--- src/rtl/mem_arbiter.sv ---
// Two-port arbiter in front of the single-port unified memory: CPU on port 0, loader/debug on port 1.
// Round-robin per transfer by default; define MEM_ARB_BURST_EN to lock ownership for up to BURST_MAX.
module mem_arbiter #(
  parameter int unsigned ADDR_W    = 6,
  parameter int unsigned DATA_W    = 32,
  parameter int unsigned BURST_MAX = 4
) (
  input  logic              clk,
  input  logic              rst,
  input  logic              p0_req,
  input  logic              p0_we,
  input  logic [ADDR_W-1:0] p0_addr,
  input  logic [DATA_W-1:0] p0_wdata,
  input  logic              p1_req,
  input  logic              p1_we,
  input  logic [ADDR_W-1:0] p1_addr,
  input  logic [DATA_W-1:0] p1_wdata,
  output logic              p0_gnt,
  output logic              p1_gnt,
  output logic              p0_rvalid,
  output logic              p1_rvalid,
  output logic [DATA_W-1:0] p0_rdata,
  output logic [DATA_W-1:0] p1_rdata,
  output logic [ADDR_W-1:0] mem_addr,
  output logic              mem_we,
  output logic [DATA_W-1:0] mem_wdata,
  input  logic [DATA_W-1:0] mem_rdata
);

  if (BURST_MAX < 1 || BURST_MAX > 15) begin : gen_bad_burst_max
    $error("mem_arbiter: BURST_MAX must be in 1..15");
  end

  logic last_gnt_q;  // 1: port 1 had the most recent transfer
  logic p0_rvalid_q, p1_rvalid_q;
  logic rr0, rr1, sel0, sel1;

  always_comb begin
    rr0 = p0_req && (!p1_req || last_gnt_q);
    rr1 = p1_req && (!p0_req || !last_gnt_q);
  end

`ifdef MEM_ARB_BURST_EN
  typedef enum logic [1:0] {OwnNone, OwnP0, OwnP1} owner_e;

  localparam logic [3:0] BurstMax = 4'(BURST_MAX);

  owner_e     owner_q, owner_d;
  logic [3:0] burst_cnt_q, burst_cnt_d;

  // A saturated owner only yields if the other port is waiting; round-robin then picks the other.
  always_comb begin
    sel0 = rr0;
    sel1 = rr1;
    unique case (owner_q)
      OwnP0: if (p0_req && (burst_cnt_q < BurstMax || !p1_req)) begin
        sel0 = 1'b1;
        sel1 = 1'b0;
      end
      OwnP1: if (p1_req && (burst_cnt_q < BurstMax || !p0_req)) begin
        sel0 = 1'b0;
        sel1 = 1'b1;
      end
      default: ;
    endcase
  end

  always_comb begin
    owner_d     = OwnNone;
    burst_cnt_d = 4'd0;
    if (p0_gnt) begin
      owner_d     = OwnP0;
      burst_cnt_d = (owner_q == OwnP0 && burst_cnt_q < BurstMax) ? burst_cnt_q + 4'd1 : 4'd1;
    end else if (p1_gnt) begin
      owner_d     = OwnP1;
      burst_cnt_d = (owner_q == OwnP1 && burst_cnt_q < BurstMax) ? burst_cnt_q + 4'd1 : 4'd1;
    end
  end

  always_ff @(posedge clk) begin
    if (rst) begin
      owner_q     <= OwnNone;
      burst_cnt_q <= 4'd0;
    end else begin
      owner_q     <= owner_d;
      burst_cnt_q <= burst_cnt_d;
    end
  end
`else
  always_comb begin
    sel0 = rr0;
    sel1 = rr1;
  end
`endif

  always_comb begin
    p0_gnt = sel0 && !rst;
    p1_gnt = sel1 && !rst;
  end

  always_comb begin
    mem_we    = 1'b0;
    mem_addr  = '0;
    mem_wdata = '0;
    if (p0_gnt) begin
      mem_we    = p0_we;
      mem_addr  = p0_addr;
      mem_wdata = p0_wdata;
    end else if (p1_gnt) begin
      mem_we    = p1_we;
      mem_addr  = p1_addr;
      mem_wdata = p1_wdata;
    end
  end

  always_ff @(posedge clk) begin
    if (rst) begin
      last_gnt_q  <= 1'b1;
      p0_rvalid_q <= 1'b0;
      p1_rvalid_q <= 1'b0;
    end else begin
      if (p0_gnt) begin
        last_gnt_q <= 1'b0;
      end else if (p1_gnt) begin
        last_gnt_q <= 1'b1;
      end
      p0_rvalid_q <= p0_gnt && !p0_we;
      p1_rvalid_q <= p1_gnt && !p1_we;
    end
  end

  // Reset kills a read whose data would land in the reset cycle.
  always_comb begin
    p0_rvalid = p0_rvalid_q && !rst;
    p1_rvalid = p1_rvalid_q && !rst;
    p0_rdata  = mem_rdata;
    p1_rdata  = mem_rdata;
  end

endmodule

--- config.mk ---
export PLATFORM = sky130hd
export DESIGN_NAME = mem_arbiter
export DESIGN_NICKNAME = d
export VERILOG_FILES = /design/src/rtl/mem_arbiter.sv
export SDC_FILE = /design/constraint.sdc
export NUM_CORES = 1
export LEC_CHECK = 0
export CAP_MARGIN = 40
export CORE_AREA = 2 2 85 87
export CTS_CLUSTER_DIAMETER = 50
export CTS_CLUSTER_SIZE = 40
export DETAILED_ROUTE_END_ITERATION = 16
export DIE_AREA = 0 0 87 89
export PLACE_DENSITY = 0.83
export SLEW_MARGIN = 10
export SYNTH_ARGS = -nofsm -noshare
export SYNTH_HDL_FRONTEND = slang
export SYNTH_SLANG_ARGS = --single-unit
--- constraint.sdc ---
create_clock -name clk -period 1.29 [get_ports clk]
set_input_delay 0.258 -clock clk [delete_from_list [all_inputs] [get_ports clk]]
set_output_delay 0.258 -clock clk [all_outputs]
set_load 0.05 [all_outputs]
==> impl_metrics.tcl, run 1 <==
set metrics [dict create \
    cp_top_family "buffers and inverters" \
    finalWirelength_um 6590 \
    core_area_um2 6720 \
    die_w_um 87 \
    drc_errors 0 \
    synth_compound_area_frac 0.346 \
    grt_use_met1 0.148 \
    syn-cell-area_um2 1870 \
    synth_top_family_by_area "compound AO/OA/AOI/OAI gates" \
    ctsHtreeMaxLevel 1 \
    cp.required_ns 1.03 \
    synth.distinct_cells 15 \
    synth_top_area_share 0.331 \
    cts_hold_buf 0 \
    whs_path_depth 0 \
    syn-num-nets 330 \
    maxCapViolCount 0 \
    worst-path-buf-inv 3 \
    clk_path_buf_depth 2 \
    finClkSkew_ns 0.000859 \
    grt-ovfl-total 0 \
    synthSimpleGateAreaFrac 0.286 \
    reg2reg_depth 5 \
    rows 30 \
    tns_ns -12.60 \
    areaGrowthSynthToFinish_pct 98.6 \
    worst-endpoint-arrival_ns 1.37 \
    io_pins 221 \
    totalPowerFinal_mw 1.97 \
    fmax_ghz 0.615 \
    crit_chain "nor2b_4 > buf_12 > buf_16 > o32ai_4 > buf_6" \
    tritoncts "built" \
    critPathKind "reg -> out" \
    hp-class "in -> out" \
    drt-initial-drc-count 32 \
    top_usage_layer "met2" \
    yosysTopAreaCell "o32ai_2" \
    setup_violations 41 \
    synthCells 216 \
    slowest_stage "dfxtp_4" \
    final_common_cell "clkdlybuf4s50_1" \
    viasPerCell 4.94 \
    detailedPlace.worstSlack_ns -0.587 \
    p_per_area_nw_per_um2 533 \
    muxShareOfSynthArea 0 \
    dieArea_um2 7740 \
    synth-seq-cells 3 \
    synth_area_leaders "o32ai_2, nand2b_1, buf_4, buf_6, buf_2" \
    setup_ws_ns -0.337 \
    grt_antenna_before_repair 0 \
    grt_pass1_wl_um 9180 \
    grt_use_total 0.152 \
    dr_total_vias 1797 \
    gp_congestion 0.668 \
    synthXorXnorAreaFrac 0 \
    hpwl_um 4360 \
    use_met2 0.309 \
    cp_num_cells 5 \
    cp_max_fo 5 \
    synth_warnings 0 \
    avgSynthCellArea_um2 8.64 \
    critical_path.max_stage_delay_ns 0.37 \
    cts_made_buffers 3 \
    insertion_delay_ns 0.21 \
    drv_slew 0 \
    reg2reg_slack_ns 0.05 \
    grt_pass1_vias 1894 \
    portBuffers 124 \
    p_leak_nw 1.24 \
    ys_seq_area_frac 0.0322 \
    rsz0062_at_grt "yes" \
    ant_nets 0 \
    drtPass1Iterations 4 \
    worstMarginPinSlew_ns 0.267 \
    slew_headroom 0.822 \
    grt_max_degree 49 \
    critPathLaunchType "flip-flop" \
    final_cell_mix "clkdlybuf4s50_1, nand2b_1, buf_6" \
    diodes 0 \
    num-nets-final 399 \
    peakVddDrop_uv 274 \
    clk_pin_slew_ns 0.03 \
    die_h_um 89 \
    setup.worst_path.end_class "output pin" \
    drive_above_1_share 0.440 \
    min_period_ns 1.63 \
    status "finished, violations left" \
    synth_fa_ha_area_frac 0 \
    cts_sinks 3 \
    final_hold_viol_count 0 \
    post-route-period-util 1.26 \
    failed_checks "negative setup slack" \
    start_util 0.278 \
    avgRoutedWirePerCell_um 18.1 \
    globalRouteMet3Util 0.0295 \
    root_buffer "clkbuf_8" \
]
area by class of cell:
cell class	instances	area, um2
Clock buffer	4	45.0
Multi-Input combinational cell	126	1690
Sequential cell	3	63.8
Tap cell	80	100
Timing Repair Buffer	150	1800
Fill cell	577	3010
Inverter	1	6.26
logic make-up after synthesis:
group	after synthesis
flip-flops	3
buffers and inverters	87
AND/OR/NAND/NOR	85
AO/OA/AOI/OAI	41
flip-flops by register name, summed over array words and instances, names as in the netlist:
name and flops:
p1_rvalid_q 1, p0_rvalid_q 1, last_gnt_q 1
worst paths after layout:
path                 end          from
max          mem_addr[1]    last_gnt_q
min          p0_rdata[9]  mem_rdata[9]
max reg2reg   last_gnt_q    last_gnt_q
min reg2reg   last_gnt_q    last_gnt_q
through the flow:
stage	cells	instance area, um2	utilization	hold slack, ns
2_1_floorplan	216	2400	-	0.331
3_3_place_gp	347	3190	0.475	0.517
3_5_place_dp	347	3190	0.475	0.517
4_1_cts	358	3600	0.536	0.517
5_1_grt	364	3710	0.552	0.516
6_report	364	3710	0.552	0.516
report_power, final:
part	leakage (nW)	switching (mW)	internal (mW)
combinational	1.20	0.794	0.808
clock	0.0228	0.0592	0.211
sequential	0.0249	0.00485	0.0983
total	1.24	0.858	1.12
synthesized netlist by cell type:
library cell  count
buf_6             6
nand2b_1         78
a21bo_2           1
nor4_2            1
dfxtp_1           3
buf_4            64
nor2_1            1
clkbuf_1          3
inv_2             1
nor3_1            2
a211o_1           1
o32ai_2          38
buf_2            13
o32ai_1           1
nor2b_1           3
timing repair:
item | in CTS | in global routing
pin swaps | 6 | 6
gates resized for setup | 57 | 3
cloned | 5 | 4
setup buffers | 2 | 2
endpoints found under the setup margin | 43 | 43
per-layer routing:
layer | vias to the layer above | wire length, um
met2 | 94 | 3720
met4 | 0 | 179
met3 | 26 | 454
li1 | 838 | -
met1 | 839 | 2240
met5 | - | 0
worst reg2reg max path: stages, from the launching register on:
cell and delay [ns]:
dfxtp_4 0.37, nor2b_4 0.06, buf_12 0.14, clkbuf_16 0.16, buf_4 0.14, a211o_1 0.26
Note: power is estimated with default switching activity, not from simulation.
==> run 2, diff against run 1 <==
--- a/config.mk
+++ b/config.mk
@@ -12,6 +12,7 @@
 export DETAILED_ROUTE_END_ITERATION = 16
 export DIE_AREA = 0 0 87 89
 export PLACE_DENSITY = 0.83
+export SKIP_CTS_REPAIR_TIMING = 1
 export SLEW_MARGIN = 10
 export SYNTH_ARGS = -nofsm -noshare
 export SYNTH_HDL_FRONTEND = slang
==> impl_metrics.tcl, run 2 (synthesized netlist as in run 1, its figures left out) <==
set metrics [dict create \
    drv_slew 0 \
    grt_max_degree 49 \
    cp.required_ns 1.03 \
    ctsHtreeMaxLevel 1 \
    final_common_cell "clkdlybuf4s50_1" \
    maxCapViolCount 0 \
    worstMarginPinSlew_ns 0.268 \
    ant_nets 0 \
    place_inst 347 \
    hpwl_um 4360 \
    portBuffers 124 \
    tritoncts "built" \
    start_util 0.278 \
    gp_congestion 0.668 \
    totalPowerFinal_mw 2.00 \
    finalWirelength_um 7000 \
    critPathLaunchType "flip-flop" \
    reg2reg_slack_ns 0.20 \
    cts_made_buffers 3 \
    status "finished, violations left" \
    drc_errors 0 \
    final_cells 369 \
    die_w_um 87 \
    grt-ovfl-total 0 \
    areaGrowthSynthToFinish_pct 101 \
    insertion_delay_ns 0.21 \
    grt_pass1_vias 1751 \
    drtPass1Iterations 4 \
    grt_pass1_wl_um 8140 \
    finClkSkew_ns 0.00171 \
    drive_above_1_share 0.450 \
    tns_ns -13.09 \
    io_pins 221 \
    dieArea_um2 7740 \
    hp-class "reg -> reg" \
    p_leak_nw 1.29 \
    fin_util 0.558 \
    cp_max_fo 6 \
    min_period_ns 1.63 \
    worst-endpoint-arrival_ns 1.37 \
    grt_use_total 0.131 \
    fmax_ghz 0.614 \
    final_hold_viol_count 0 \
    peakVddDrop_uv 316 \
    post-route-period-util 1.26 \
    die_h_um 89 \
    drt-initial-drc-count 37 \
    p_per_area_nw_per_um2 532 \
    setup.worst_path.end_class "output pin" \
    slew_headroom 0.821 \
    diodes 0 \
    viasPerCell 4.91 \
    grt_antenna_before_repair 0 \
    critPathKind "reg -> out" \
    detailedPlace.worstSlack_ns -0.587 \
    avgRoutedWirePerCell_um 19.0 \
    setup_ws_ns -0.338 \
    clk_path_buf_depth 2 \
    failed_checks "negative setup slack" \
    num-nets-final 404 \
    root_buffer "clkbuf_8" \
    clk_pin_slew_ns 0.03 \
    dr_total_vias 1810 \
    core_area_um2 6720 \
    cts_sinks 3 \
    final_cell_mix "clkdlybuf4s50_1, nand2b_1, buf_6" \
    setup_violations 43 \
    rows 30 \
    largestRegisters "last_gnt_q x1, p0_rvalid_q x1, p1_rvalid_q x1" \
    rsz0062_at_grt "yes" \
]
==> run 2: final cells by class <==
type,instances,area (um2)
Sequential cell,3,63.8
Multi-Input combinational cell,126,1700
Fill cell,570,2970
Timing Repair Buffer,155,1830
Clock buffer,4,45.0
Tap cell,80,100
Inverter,1,6.26
==> run 2: worst max-delay path, stage by stage, from the launching register on <==
cell,delay (ns)
dfxtp_4,0.36
nor2b_4,0.07
buf_6,0.13
clkbuf_16,0.17
o32ai_4,0.22
buf_6,0.19
==> run 2: path summary, 6_finish.rpt <==
kind                    from       endpoint  depth (start not counted)
setup / recovery  last_gnt_q  mem_wdata[26]                          5
hold / removal    last_gnt_q     last_gnt_q                          1
setup reg to reg  last_gnt_q    p1_rvalid_q                          3
hold reg to reg   last_gnt_q     last_gnt_q                          1
==> run 2: metrics by stage <==
stage / instance area, um2 / hold WS, ns
final: 3750 / 0.514
after global routing: 3750 / 0.516
after CTS: 3230 / 0.517
after detailed placement: 3190 / 0.517
after global placement: 3190 / 0.517
after floorplan: 2400 / 0.331
==> run 2: report_power, final <==
part	leakage (nW)	internal (mW)	switching, mW
Combinational	1.24	0.816	0.805
Sequential	0.0249	0.0983	0.00488
Clock	0.0228	0.211	0.0610
==> run 2: layer usage <==
metal  vias to the layer above  part of all wire  GRT usage
li1                        843                 -          -
met1                       847              0.36      0.134
met2                        94              0.55      0.259
met3                        26             0.067     0.0249
met4                         0             0.026     0.0568
met5                         -                 0          0
